### config.mk
export PLATFORM = sky130hd
export DESIGN_NAME = instr_fetch_unit_flat
export DESIGN_NICKNAME = d
export VERILOG_FILES = /design/src/rtl/instr_fetch_unit_if.sv /design/src/rtl/instr_fetch_unit.sv /design/src/flat_wrapper.sv
export SDC_FILE = /design/constraint.sdc
export NUM_CORES = 1
export LEC_CHECK = 0
export ABC_CLOCK_PERIOD_IN_PS = 3870
export BUFFER_PORTS_ARGS = -buffer_cell sky130_fd_sc_hd__buf_4
export CORE_AREA = 2 2 120 122
export DETAILED_ROUTE_END_ITERATION = 10
export DIE_AREA = 0 0 122 124
export GPL_TIMING_DRIVEN = 0
export PLACE_DENSITY_LB_ADDON = 0.2
export SYNTH_ARGS = -nofsm -noshare
export SYNTH_HDL_FRONTEND = slang
export SYNTH_SLANG_ARGS = --single-unit
### constraint.sdc
create_clock -name clk -period 3.87 [get_ports clk]
set_clock_uncertainty 0.2 [all_clocks]
set_input_delay 0.387 -clock clk [delete_from_list [all_inputs] [get_ports clk]]
set_output_delay 0.387 -clock clk [all_outputs]
set_load 0.1 [all_outputs]
### src/rtl/instr_fetch_unit_if.sv
// Fetch-stage bundle: the instruction-memory request/response bus plus the
// held-instruction interface to the controller/datapath.
interface instr_fetch_unit_if #(
  parameter int XLEN = 32
);
  // Handshakes: a request transfers on a rising edge where imem_req_valid && imem_req_ready;
  // valid never depends on ready, and addr stays stable while valid is high and ready is low.
  // The response has no back-pressure; it is taken on the edge where imem_rsp_valid is high.
  // The held instruction retires on the edge where instr_valid && instr_ready.
  logic            imem_req_valid;
  logic            imem_req_ready;
  logic [XLEN-1:0] imem_addr;
  logic            imem_rsp_valid;
  logic [31:0]     imem_rdata;
  logic            instr_valid;
  logic            instr_ready;
  logic [31:0]     Instr;
  logic [XLEN-1:0] PC;
  logic [XLEN-1:0] PCPlus4;
  logic [6:0]      op;
  logic [2:0]      funct3;
  logic            funct7b5;
  logic            PCSrc;
  logic [XLEN-1:0] PCTarget;

  modport master (
    output imem_req_valid, imem_addr,
    input  imem_req_ready, imem_rsp_valid, imem_rdata,
    output instr_valid, Instr, PC, PCPlus4, op, funct3, funct7b5,
    input  instr_ready, PCSrc, PCTarget
  );

  modport slave (
    input  imem_req_valid, imem_addr,
    output imem_req_ready, imem_rsp_valid, imem_rdata,
    input  instr_valid, Instr, PC, PCPlus4, op, funct3, funct7b5,
    output instr_ready, PCSrc, PCTarget
  );
endinterface

### src/rtl/instr_fetch_unit.sv
// Fetch stage: owns the PC, keeps one instruction-memory request outstanding,
// holds the fetched word for decode and redirects on retire.
module instr_fetch_unit #(
  parameter int              XLEN     = 32,
  parameter logic [XLEN-1:0] RESET_PC = '0
) (
  input  logic                clk,
  input  logic                reset,
  instr_fetch_unit_if.master  bus,
  output logic                fetch_fault,
  output logic [31:0]         retire_count,
  output logic [1:0]          o_dbg_state
);

  typedef enum logic [1:0] {
    S_FETCH = 2'd0,
    S_WAIT  = 2'd1,
    S_VALID = 2'd2,
    S_FAULT = 2'd3
  } state_t;

  localparam logic [31:0] NOP = 32'h0000_0013;

  state_t          r_state;
  state_t          w_next_state;
  logic [XLEN-1:0] r_pc;
  logic [31:0]     r_instr;
  logic            r_fault;
  logic [31:0]     r_retire_cnt;

  logic            w_req_valid;
  logic            w_instr_valid;
  logic            w_retire;
  logic            w_misaligned;
  logic            w_take_rsp;
  logic [XLEN-1:0] w_pc_plus4;
  logic [XLEN-1:0] w_next_pc;

  assign w_pc_plus4   = r_pc + XLEN'(4);
  assign w_next_pc    = bus.PCSrc ? bus.PCTarget : w_pc_plus4;
  assign w_misaligned = bus.PCSrc && (bus.PCTarget[1:0] != 2'b00);

  always_ff @(posedge clk or posedge reset) begin
    if (reset) r_state <= S_FETCH;
    else       r_state <= w_next_state;
  end

  always_comb begin
    w_next_state  = r_state;
    w_req_valid   = 1'b0;
    w_instr_valid = 1'b0;
    w_retire      = 1'b0;
    w_take_rsp    = 1'b0;
    case (r_state)
      S_FETCH: begin
        w_req_valid = 1'b1;
        if (bus.imem_req_ready) w_next_state = S_WAIT;
      end
      S_WAIT: begin
        if (bus.imem_rsp_valid) begin
          w_take_rsp   = 1'b1;
          w_next_state = S_VALID;
        end
      end
      S_VALID: begin
        w_instr_valid = 1'b1;
        if (bus.instr_ready) begin
          w_retire     = 1'b1;
          w_next_state = w_misaligned ? S_FAULT : S_FETCH;
        end
      end
      default: w_next_state = S_FAULT;
    endcase
  end

  // A misaligned redirect still counts as a retire but leaves the PC on the offender.
  always_ff @(posedge clk or posedge reset) begin
    if (reset) begin
      r_pc         <= RESET_PC;
      r_instr      <= NOP;
      r_fault      <= 1'b0;
      r_retire_cnt <= '0;
    end else begin
      if (w_take_rsp) r_instr <= bus.imem_rdata;
      if (w_retire) begin
        r_retire_cnt <= r_retire_cnt + 32'd1;
        if (w_misaligned) r_fault <= 1'b1;
        else              r_pc    <= w_next_pc;
      end
    end
  end

  assign bus.imem_req_valid = w_req_valid;
  assign bus.imem_addr      = r_pc;
  assign bus.instr_valid    = w_instr_valid;
  assign bus.Instr          = r_instr;
  assign bus.PC             = r_pc;
  assign bus.PCPlus4        = w_pc_plus4;
  assign bus.op             = r_instr[6:0];
  assign bus.funct3         = r_instr[14:12];
  assign bus.funct7b5       = r_instr[30];
  assign fetch_fault        = r_fault;
  assign retire_count       = r_retire_cnt;
  assign o_dbg_state        = r_state;

endmodule

### src/flat_wrapper.sv
// flat-port wrapper written by rule: the top's interface ports become plain ports
module instr_fetch_unit_flat 
#(
  parameter int              XLEN     = 32,
  parameter logic [XLEN-1:0] RESET_PC = '0
)
  (clk, reset, fetch_fault, retire_count, o_dbg_state, bus_imem_req_valid, bus_imem_addr, bus_imem_req_ready, bus_imem_rsp_valid, bus_imem_rdata, bus_instr_valid, bus_Instr, bus_PC, bus_PCPlus4, bus_op, bus_funct3, bus_funct7b5, bus_instr_ready, bus_PCSrc, bus_PCTarget);
  instr_fetch_unit_if #(.XLEN(XLEN)) bus_i ();
  input  logic clk;
  input  logic reset;
  output logic fetch_fault;
  output logic [31:0] retire_count;
  output logic [1:0] o_dbg_state;
  output wire logic [$bits(bus_i.imem_req_valid)-1:0] bus_imem_req_valid;
  output wire logic [$bits(bus_i.imem_addr)-1:0] bus_imem_addr;
  input wire logic [$bits(bus_i.imem_req_ready)-1:0] bus_imem_req_ready;
  input wire logic [$bits(bus_i.imem_rsp_valid)-1:0] bus_imem_rsp_valid;
  input wire logic [$bits(bus_i.imem_rdata)-1:0] bus_imem_rdata;
  output wire logic [$bits(bus_i.instr_valid)-1:0] bus_instr_valid;
  output wire logic [$bits(bus_i.Instr)-1:0] bus_Instr;
  output wire logic [$bits(bus_i.PC)-1:0] bus_PC;
  output wire logic [$bits(bus_i.PCPlus4)-1:0] bus_PCPlus4;
  output wire logic [$bits(bus_i.op)-1:0] bus_op;
  output wire logic [$bits(bus_i.funct3)-1:0] bus_funct3;
  output wire logic [$bits(bus_i.funct7b5)-1:0] bus_funct7b5;
  input wire logic [$bits(bus_i.instr_ready)-1:0] bus_instr_ready;
  input wire logic [$bits(bus_i.PCSrc)-1:0] bus_PCSrc;
  input wire logic [$bits(bus_i.PCTarget)-1:0] bus_PCTarget;
  assign bus_imem_req_valid = bus_i.imem_req_valid;
  assign bus_imem_addr = bus_i.imem_addr;
  assign bus_i.imem_req_ready = bus_imem_req_ready;
  assign bus_i.imem_rsp_valid = bus_imem_rsp_valid;
  assign bus_i.imem_rdata = bus_imem_rdata;
  assign bus_instr_valid = bus_i.instr_valid;
  assign bus_Instr = bus_i.Instr;
  assign bus_PC = bus_i.PC;
  assign bus_PCPlus4 = bus_i.PCPlus4;
  assign bus_op = bus_i.op;
  assign bus_funct3 = bus_i.funct3;
  assign bus_funct7b5 = bus_i.funct7b5;
  assign bus_i.instr_ready = bus_instr_ready;
  assign bus_i.PCSrc = bus_PCSrc;
  assign bus_i.PCTarget = bus_PCTarget;
  instr_fetch_unit #(.XLEN(XLEN), .RESET_PC(RESET_PC)) u_core (.clk(clk), .reset(reset), .bus(bus_i), .fetch_fault(fetch_fault), .retire_count(retire_count), .o_dbg_state(o_dbg_state));
endmodule
Yosys cells after proc, flatten, opt, wreduce, memory -nomap -nowiden. Cells that the tools add are included.

Flip-flop bits (word level): 99. Word-level logic and storage cells: 31.

Reductions and logical operators: 6. Multiplexer cells: 12. Bitwise logic cells: 1. Add/subtract/negate cells: 2. Equality and inequality tests: 5.

Operators by type and width (number): adder 32 x 1 -> 32 bit (second input constant) (1); adder 32 x 3 -> 32 bit (second input constant) (1); two-way mux 32 bit (1); two-way mux 2 bit (4); two-way mux 1 bit (6); inequality test 2 bit (second input constant) (3); one-hot mux 2 bit (3 select lines) (1); AND reduction 2 bit (2); AND reduction 3 bit (1); == test 2 x 1 -> 1 bit (second input constant) (1); == test 2 bit (second input constant) (1); logical NOT 2 bit (1); nonzero test 2 bit (1); logical AND 1 bit (1); NOT 1 bit (1).

Longest topological paths before layout. Gate-level depths: netlist of run 1.

Word-level depth: 5. Gate-level depth with buffers: 8. Gate-level depth less buffers: 6.

Least setup slack after synthesis of run 1. No wires, ideal clock.

Kind: reg2out. Start: register u_core.r_pc[2], in the netlist u_core.bus.PC[2]. End: output port bus_PCPlus4[30]. Stages on the path, launching flop included: 7. Arrival: 4.291 ns. Required time: 3.283 ns. Slack: -1.008 ns. Path through: dfrtp_1 > ha_1 > nand3_1 > or2_2 > clkbuf_1 > or4b_2 > xnor2_1.

Word-level cells in the longest chain between the ends: 1.

RTL lines: start, declared (RTL line instr_fetch_unit.sv:26) `logic [XLEN-1:0] r_pc;`; start signal, assigned (RTL line instr_fetch_unit.sv:88) `else r_pc <= w_next_pc;`; adder 32 x 3 -> 32 bit (RTL line instr_fetch_unit.sv:39) `assign w_pc_plus4 = r_pc + XLEN'(4);`; end, declared (RTL line flat_wrapper.sv:22) `output wire logic [$bits(bus_i.PCPlus4)-1:0] bus_PCPlus4;`.

No other way between the ends.

Worst setup path after layout of run 1.
Start: register u_core.r_pc[15], in the netlist u_core.bus.PC[15]. End: output port bus_PCPlus4[25].

Same word-level chain as after synthesis.

==> results of run 1 <==
## metal layers
layer | track usage, % | vias to the layer above
li1 | - | 2352
met5 | 0 | -
met3 | 7.60 | 23
met4 | 6.82 | 0
met1 | 26.8 | 2438
met2 | 36.8 | 236
## timing repair
item,in CTS,in global routing
hold buffers,1,0
hold endpoints to repair,40,0
buffers inserted,0,0
endpoints found under the setup margin,1,3
gates resized for setup,1,3
## sequential cells by signal, summed over array words and instances, names as in the netlist
name	count
u_core.fetch_fault	1
u_core.bus.Instr	32
u_core.o_dbg_state	2
u_core.retire_count	32
u_core.bus.PC	32
## placed cells by master, fill, tap and decap left out, drive strengths merged, types with 3 or more instances in the layout
cell type | synthesis | layout
or3 | 6 | 6
nand2 | 41 | 41
o21a | 3 | 3
xnor2 | 37 | 37
and3 | 8 | 8
inv | 15 | 16
mux2 | 34 | 34
nor4 | 10 | 10
nor3 | 13 | 13
nand3 | 33 | 33
nor2b | 5 | 5
a22oi | 5 | 5
clkbuf | 20 | 29
nor2 | 34 | 34
or4 | 10 | 10
a31oi | 3 | 3
o21ai | 13 | 13
a21oi | 12 | 12
o22ai | 8 | 8
nand4b | 3 | 3
mux2i | 7 | 7
nand4 | 17 | 17
buf | 54 | 300
a221o | 6 | 6
dfrtp | 96 | 96
o22a | 3 | 3
dfstp | 3 | 3
xor2 | 22 | 22
## worst register-to-register path, stage by stage, from the launching register on
cell	delay, ps
dfrtp_1	550
nand3_1	370
or4_1	600
clkbuf_1	200
or3_1	500
or4_1	440
nand3_1	90
## worst paths after layout
| check | start | endpoint | slack [ps] | cells past startpoint |
|---|---|---|---|---|
| min in group asynchronous | reset | u_core.bus.Instr[12] | 470 | 3 |
| hold / removal | bus_PCTarget[13] | u_core.bus.PC[13] | 60 | 2 |
| setup / recovery | u_core.bus.PC[15] | bus_PCPlus4[25] | 140 | 6 |
| max in group asynchronous | reset | u_core.bus.PC[2] | 2310 | 4 |
| setup reg to reg | u_core.bus.PC[11] | u_core.bus.PC[19] | 860 | 6 |
| hold reg to reg | u_core.retire_count[31] | u_core.retire_count[31] | 280 | 1 |
## per-stage QoR
stage | hold slack, ps | setup WS (ps)
floorplan | 322 | -264
global placement | 261 | -906
detailed placement | 264 | 378
CTS | 51.2 | 46.5
global route | 47.9 | 21.4
finish | 61.4 | 142
## layout make-up
type                       instances  area (µm²)  share of cell area (%)
multi-input combinational        350        2640                    32.7
tap                              180         225                    2.79
sequential                        99        2490                    30.8
inverter                          15        58.8                   0.728
clock inverter                     6        88.8                    1.10
buffer                            74         470                    5.82
timing repair buffer             247        1880                    23.2
clock buffer                       9         225                    2.79
## kinds of logic (layout without fill, tap and decap cells)
group                      Yosys count  in the layout  share of synthesized area, %
and+or+nand+nor                    188            188                          18.4
DFF                                 99             99                          46.0
buffers and inverters               89            351                          9.76
AOI/OAI and AO/OA                   60             60                          7.37
xor gates and xnor gates            59             59                          9.58
muxes                               41             41                          8.40
adders and majority gates            2              2                         0.464
==> impl_metrics.tcl, run 1 <==
set metrics [dict create \
    status "complete, no violations" \
    place_area_um2 7730 \
    clk_pin_slew_worst_paths_ps 70 \
    first_iter_violations 378 \
    critPathBufInv 2 \
    via_per_inst 5.15 \
    relSlewSlack_pct 24.0 \
    fillers 1214 \
    initial_core_util_pct 39.3 \
    yosysSeqAreaShare_pct 46.0 \
    yosysUniqueCellTypes 49 \
    yosysTopAreaCellShare_pct 44.5 \
    nets 868 \
    h-tree-depth 3 \
    fin_cells 980 \
    grt_max_degree 57 \
    ant_nets 0 \
    ys_ff_latch 99 \
    cp.arrival_ps 3140 \
    slew_viol_final 0 \
    rows 43 \
    cts_buffers 9 \
    grt_pass1_vias 4991 \
    antenna_cells 0 \
    track_usage_pct 22.0 \
    ys_async_sr_fraction_pct 100 \
    root_buffer "clkbuf_16" \
    wl_met3_um 1680 \
    max_freq_mhz 268 \
    cts_buffer_depth 2 \
    die_h_um 124 \
    synth_area_leaders "dfrtp_1 (45%), mux2_2 (7.1%), buf_4 (6.7%)" \
    netlist_area_um2 5400 \
    utilization_pct 58.9 \
    cts.sink_count 99 \
    wl_met2_um 8180 \
    synthCells 538 \
    portBuffers 245 \
    highest_layer "met4" \
    core_area_um2 13700 \
    worstMarginPinSlew_ps 1130 \
    cp_top_family "simple AND/OR/NAND/NOR gates" \
    wl_met1_um 6480 \
    synth_nets 610 \
    top_level_ports 246 \
    hold_path_class "in2reg" \
    maxCapViolCount 0 \
    design_area_um2 8080 \
    die_area_um2 15100 \
    placed_cells 964 \
    startpoint_type "flip-flop" \
    tritoncts "done" \
    drc_errors 0 \
    ys_top_cells_by_count "dfrtp_1 (96), buf_4 (48), nand2_1 (41)" \
    hold_violations 0 \
    synth-main-ff-cell "dfrtp_1" \
    cpMaxStageDelayCell "nor4_1" \
    synth_top_area_cell "dfrtp_1" \
    post-route-period-util_pct 96.3 \
    synth-edff-count 0 \
    rsz0062_at_grt "false" \
    yosysMostFrequentCell "dfrtp_1" \
    dpl.hpwl_um 12600 \
    via_count 5049 \
    avgSynthCellArea_um2 10.0 \
    path_cells "nand4_2 > or4_4 > buf_6 > nor4_1 > xor2_4 > buf_4" \
    fin_crit_ps 3730 \
    detail_route.first_pass.iterations 5 \
    finalWirelength_um 16600 \
    yosys_warnings 0 \
    drive_above_1_share_pct 49.5 \
    max_stage_delay_ps 850 \
    grt_pass1_wl_um 25700 \
    final.setup.tns_ps 0 \
    syn_to_final_growth_pct 49.8 \
    avgRoutedWirePerCell_um 16.9 \
    antenna_found_initial 0 \
    place.gp.congestion 0.824 \
    crit_type "reg2out" \
    setup_viol 0 \
    grt-ovfl-total 0 \
    crit_fanout 10 \
    die_w_um 122 \
    cp-end-kind "output pin" \
    critPathRequiredTime_ps 3280 \
    clk_latency_ps 350 \
]
Power of run 1 is left out: the tool's default activity adds up to more than one toggle a clock period on the data nets, which glitch-free logic cannot reach.
==> run 2: changes to the inputs <==
--- a/config.mk
+++ b/config.mk
@@ -5,13 +5,12 @@
 export SDC_FILE = /design/constraint.sdc
 export NUM_CORES = 1
 export LEC_CHECK = 0
-export ABC_CLOCK_PERIOD_IN_PS = 3870
-export BUFFER_PORTS_ARGS = -buffer_cell sky130_fd_sc_hd__buf_4
+export BUFFER_PORTS_ARGS = -buffer_cell sky130_fd_sc_hd__buf_2
 export CORE_AREA = 2 2 120 122
 export DETAILED_ROUTE_END_ITERATION = 10
 export DIE_AREA = 0 0 122 124
 export GPL_TIMING_DRIVEN = 0
-export PLACE_DENSITY_LB_ADDON = 0.2
+export PLACE_DENSITY = 0.68
 export SYNTH_ARGS = -nofsm -noshare
 export SYNTH_HDL_FRONTEND = slang
 export SYNTH_SLANG_ARGS = --single-unit
==> run 2 against run 1 <==
Against the previous run:
- cell area shrank 7.4%
- first-iteration DRC count shrank 6.1%
- hold slack improved by 11 ps
- non-clock buffer count did not move
- critical path depth up 1
- utilization down 4.3 points
- clock-buffer cell count is 2 higher
- via count down 0.36%
- fmax down 1.4%
- die area unchanged
- routed wire length down 2.1%
- sequential share of layout area rose by 2.5 points
- largest cell class unchanged
==> impl_metrics.tcl, run 2 (synthesis results as in run 1) <==
set metrics [dict create \
    nets 868 \
    via_per_inst 5.13 \
    hold_slack_ps 72.2 \
    place.gp.congestion 0.855 \
    root_buffer "clkbuf_16" \
    rsz0062_at_grt "true" \
    portBuffers 245 \
    grt-ovfl-total 0 \
    cp.arrival_ps 3190 \
    die_w_um 122 \
    syn_to_final_growth_pct 38.7 \
    startpoint_type "flip-flop" \
    finalWirelength_um 16300 \
    clk_latency_ps 340 \
    core_area_um2 13700 \
    crit_fanout 8 \
    drc_errors 0 \
    detail_route.first_pass.iterations 5 \
    worstHoldStart "bus_imem_rdata[30]" \
    post-route-period-util_pct 97.7 \
    grt_pass1_vias 4905 \
    die_h_um 124 \
    top_level_ports 246 \
    maxCapViolCount 0 \
    hold_depth 2 \
    via_count 5031 \
    die_area_um2 15100 \
    cts.sink_count 99 \
    initial_core_util_pct 39.3 \
    placed_cells 964 \
    slew_viol_final 0 \
    r2r_slack_ps 870 \
    cp-end-kind "output pin" \
    drive_above_1_share_pct 49.5 \
    relSlewSlack_pct 25.0 \
    hold_path_class "in2reg" \
    r2r_end "u_core.bus.PC[19]" \
    dpl.hpwl_um 12400 \
    tritoncts "done" \
    antenna_cells 0 \
    setup_viol 0 \
    cts_setup_buffers 0 \
    h-tree-depth 3 \
    critPathRequiredTime_ps 3280 \
    cts_buffer_depth 2 \
    final_cell_mix "buf_2 (246), dfrtp_1 (87), buf_4 (48), nand2_1 (41)" \
    regToRegStartpoint "u_core.bus.PC[11]" \
    fin_crit_ps 3780 \
    fillers 1229 \
    worstMarginPinSlew_ps 1110 \
    hold_violations 0 \
    ant_nets 0 \
    utilization_pct 54.6 \
    first_iter_violations 355 \
    grt_max_degree 52 \
    track_usage_pct 21.3 \
    crit_type "reg2out" \
    cts_buffers 9 \
    grt_pass1_wl_um 25200 \
    hold_end "u_core.bus.Instr[30]" \
    antenna_found_initial 0 \
    mostFrequentLayoutCell "buf_2" \
    avgRoutedWirePerCell_um 16.6 \
    fin_cells 980 \
    rr_worst_depth 6 \
    clk_pin_slew_worst_paths_ps 60 \
    rows 43 \
    max_freq_mhz 265 \
    status "complete, no violations" \
]
run 2: cell type report:
class / count / area [µm²] / share of cell area [%]
repair buffers: 247 / 1270 / 17.0
flip-flops and latches: 99 / 2490 / 33.3
plain buffers: 74 / 470 / 6.29
inverters: 15 / 58.8 / 0.786
well taps: 180 / 225 / 3.01
multi-input cells: 350 / 2650 / 35.4
clock inverters: 4 / 73.8 / 0.986
clock buffers: 11 / 243 / 3.24
run 2: how the worst max path moves through the flow:
stage                                   end               from  cells after the start  slack (ps)
after floorplan             bus_PCPlus4[30]  u_core.bus.PC[17]                      6        -260
after global placement    u_core.bus.PC[13]              reset                      2        -860
after detailed placement    bus_PCPlus4[28]   u_core.bus.PC[2]                      7         130
after CTS                   bus_PCPlus4[30]   u_core.bus.PC[2]                      7          30
after global routing        bus_PCPlus4[28]   u_core.bus.PC[2]                      7         -60
final                       bus_PCPlus4[28]   u_core.bus.PC[2]                      7          90
run 2: per-stage QoR:
stage	setup TNS (ps)	cell area [µm²]	worst slack, ps
after global routing	-91.3	7480	-62.8
after global placement	-54410	7090	-862
after CTS	0	7470	30.7
after floorplan	-444	5640	-264
after detailed placement	0	7120	131
final	0	7480	90.6
run 2: repair_timing:
action	4_1_cts	5_1_grt
hold buffers	1	0
hold endpoints to repair	47	0
setup endpoints to repair	4	5
resized for setup	4	5
run 2: critical path, cell delays in order, from the launching register on:
cell	delay, ps
dfrtp_2	440
ha_1	290
nand3_1	220
or2_2	330
clkbuf_1	230
nor4_2	740
xor2_4	160
buf_2	430
run 2: metal layers:
| metal | vias to the layer above | part of all wire, % | wire length, µm | GRT usage (%) |
|---|---|---|---|---|
| met5 | - | 0 | 0 | 0 |
| met4 | 0 | 2.5 | 413 | 8.98 |
| met3 | 32 | 8.4 | 1360 | 4.81 |
| met2 | 232 | 49 | 7910 | 34.8 |
| met1 | 2410 | 40 | 6570 | 27.3 |
| li1 | 2357 | - | - | - |
Power of run 2 is left out for the same reason.
==> run 3: changes to the inputs <==
--- a/config.mk
+++ b/config.mk
@@ -6,11 +6,11 @@
 export NUM_CORES = 1
 export LEC_CHECK = 0
 export BUFFER_PORTS_ARGS = -buffer_cell sky130_fd_sc_hd__buf_2
-export CORE_AREA = 2 2 120 122
+export CORE_AREA = 2 2 86 170
 export DETAILED_ROUTE_END_ITERATION = 10
-export DIE_AREA = 0 0 122 124
+export DIE_AREA = 0 0 88 172
 export GPL_TIMING_DRIVEN = 0
-export PLACE_DENSITY = 0.68
+export PLACE_DENSITY = 0.67
 export SYNTH_ARGS = -nofsm -noshare
 export SYNTH_HDL_FRONTEND = slang
 export SYNTH_SLANG_ARGS = --single-unit
==> constraint.sdc (replaced) <==
create_clock -name clk -period 3.87 [get_ports clk]
set_clock_uncertainty 0.2 [all_clocks]
set_input_delay 0.387 -clock clk [delete_from_list [all_inputs] [get_ports clk]]
set_output_delay 0.387 -clock clk [all_outputs]
set_load 0.05 [all_outputs]
==> run 3 against run 2 <==
Against the previous run:
- final cell count up 1.2%
- flip-flop and latch count unchanged
- fmax is 4.0% higher
- hold slack got worse by 1.5 ps
- critical path depth stayed put
- critical path type unchanged
- routed wire length up 0.90%
- largest cell class is now registers
- first-iteration DRC count fell by 37%
==> impl_metrics.tcl, run 3 (synthesis results as in run 1) <==
set metrics [dict create \
    status "complete, no violations" \
    antenna_found_initial 2 \
    die_w_um 88 \
    cp.arrival_ps 3050 \
    grt_max_degree 64 \
    final_cell_mix "buf_2 (248), dfrtp_1 (96), buf_4 (48), nand2_1 (41), xnor2_1 (37)" \
    hold_violations 0 \
    utilization_pct 52.1 \
    wl_met1_um 5990 \
    root_buffer "clkbuf_16" \
    drc_errors 0 \
    tritoncts "done" \
    critPathRequiredTime_ps 3280 \
    crit_fanout 8 \
    cts.sink_count 99 \
    startpoint_type "flip-flop" \
    cts_buffer_depth 2 \
    setup_viol 0 \
    ant_nets 0 \
    worstMarginPinSlew_ps 995 \
    rsz0062_at_grt "false" \
    via_count 4999 \
    powerDensity_nw_per_um2 839 \
    wl_met2_um 8870 \
    r2r_slack_ps 1040 \
    rr_worst_depth 7 \
    fin_crit_ps 3630 \
    max_freq_mhz 275 \
    ir_drop_v 0.000646 \
    clk_pin_slew_worst_paths_ps 80 \
    place.gp.congestion 0.831 \
    relSlewSlack_pct 33.0 \
    post-route-period-util_pct 93.9 \
    crit_start "u_core.bus.PC[2]" \
    final.setup.tns_ps 0 \
    crit_type "reg2out" \
    hold_path_class "in2reg" \
    die_h_um 172 \
    cp-end-kind "output pin" \
    slew_viol_final 0 \
    detail_route.first_pass.iterations 5 \
    critPathCapture "bus_PCPlus4[30]" \
    mostFrequentLayoutCell "buf_2" \
    r2r_end "u_core.bus.PC[19]" \
    grt_pass1_wl_um 25300 \
    drive_above_1_share_pct 45.8 \
    first_iter_violations 222 \
    cellLeakagePower_nw 3.53 \
    syn_to_final_growth_pct 33.4 \
    cts_setup_buffers 0 \
    nets 868 \
    die_area_um2 15100 \
    avgRoutedWirePerCell_um 16.5 \
    track_usage_pct 21.5 \
    hold_slack_ps 70.6 \
    clk_latency_ps 340 \
    highest_layer "met4" \
    h-tree-depth 3 \
    wl_met3_um 941 \
    finalWirelength_um 16400 \
    fin_cells 992 \
    fillers 1337 \
    dpl.hpwl_um 12600 \
    top_level_ports 246 \
    rows 61 \
    maxCapViolCount 0 \
    cts_buffers 9 \
    grt_pass1_vias 4929 \
    initial_core_util_pct 39.1 \
    regToRegStartpoint "u_core.bus.PC[5]" \
    core_area_um2 13800 \
    via_per_inst 5.04 \
    grt-ovfl-total 0 \
    placed_cells 973 \
    portBuffers 245 \
]
run 3: where the power goes:
part	internal [mW]	total (mW)	switching, mW	leakage, nW
combinational	0.940	3.50	2.56	2.20
sequential	1.34	1.64	0.308	1.19
clock	0.467	0.893	0.426	0.139
run 3: layer usage:
layer	global-route usage, %	vias to the layer above
met1	23.8	2424
met3	3.96	31
met4	10.2	0
met2	38.5	179
li1	-	2365
met5	0	-
run 3: worst min-delay path by stage:
stage / from / to / slack [ps] / cells after the start
floorplan: bus_PCTarget[24] / u_core.bus.PC[24] / 320 / 2
global placement: u_core.retire_count[31] / u_core.retire_count[31] / 250 / 1
detailed placement: reset / u_core.retire_count[6] / 250 / 2
CTS: bus_imem_rdata[26] / u_core.bus.Instr[26] / 50 / 2
global route: bus_imem_rdata[17] / u_core.bus.Instr[17] / 50 / 2
finish: bus_imem_rdata[26] / u_core.bus.Instr[26] / 70 / 2
run 3: through the flow:
stage | setup WS (ps) | instance area, µm² | power [mW]
after floorplan | 96.0 | 5400 | 4.38
after global placement | -688 | 6860 | 5.14
after detailed placement | 564 | 6890 | 5.18
after CTS | 167 | 7190 | 6.09
after global routing | 56.8 | 7200 | 6.31
final | 237 | 7200 | 6.04
run 3: timing repair:
action	4_1_cts	5_1_grt
setup endpoints to repair	0	1
endpoints found under the hold margin	33	0
hold buffers	1	0
gates resized for setup	0	1
run 3: final cells by class:
cell class | count | area (µm²) | area share [%]
Antenna cell | 2 | 5.00 | 0.0695
Buffer | 74 | 470 | 6.53
Clock buffer | 10 | 239 | 3.32
Clock inverter | 6 | 55.1 | 0.765
Inverter | 15 | 58.8 | 0.817
Multi-Input combinational cell | 350 | 2390 | 33.2
Sequential cell | 99 | 2480 | 34.5
Tap cell | 189 | 236 | 3.28
Timing Repair Buffer | 247 | 1260 | 17.6
run 3: worst max-delay path: stages, from the launching register on:
cell	delay, ps
dfrtp_1	500
ha_2	310
nand3_1	170
or2_2	320
clkbuf_1	210
or4b_2	740
xnor2_1	160
buf_2	290
No activity file was read; power rests on OpenSTA's default activity.
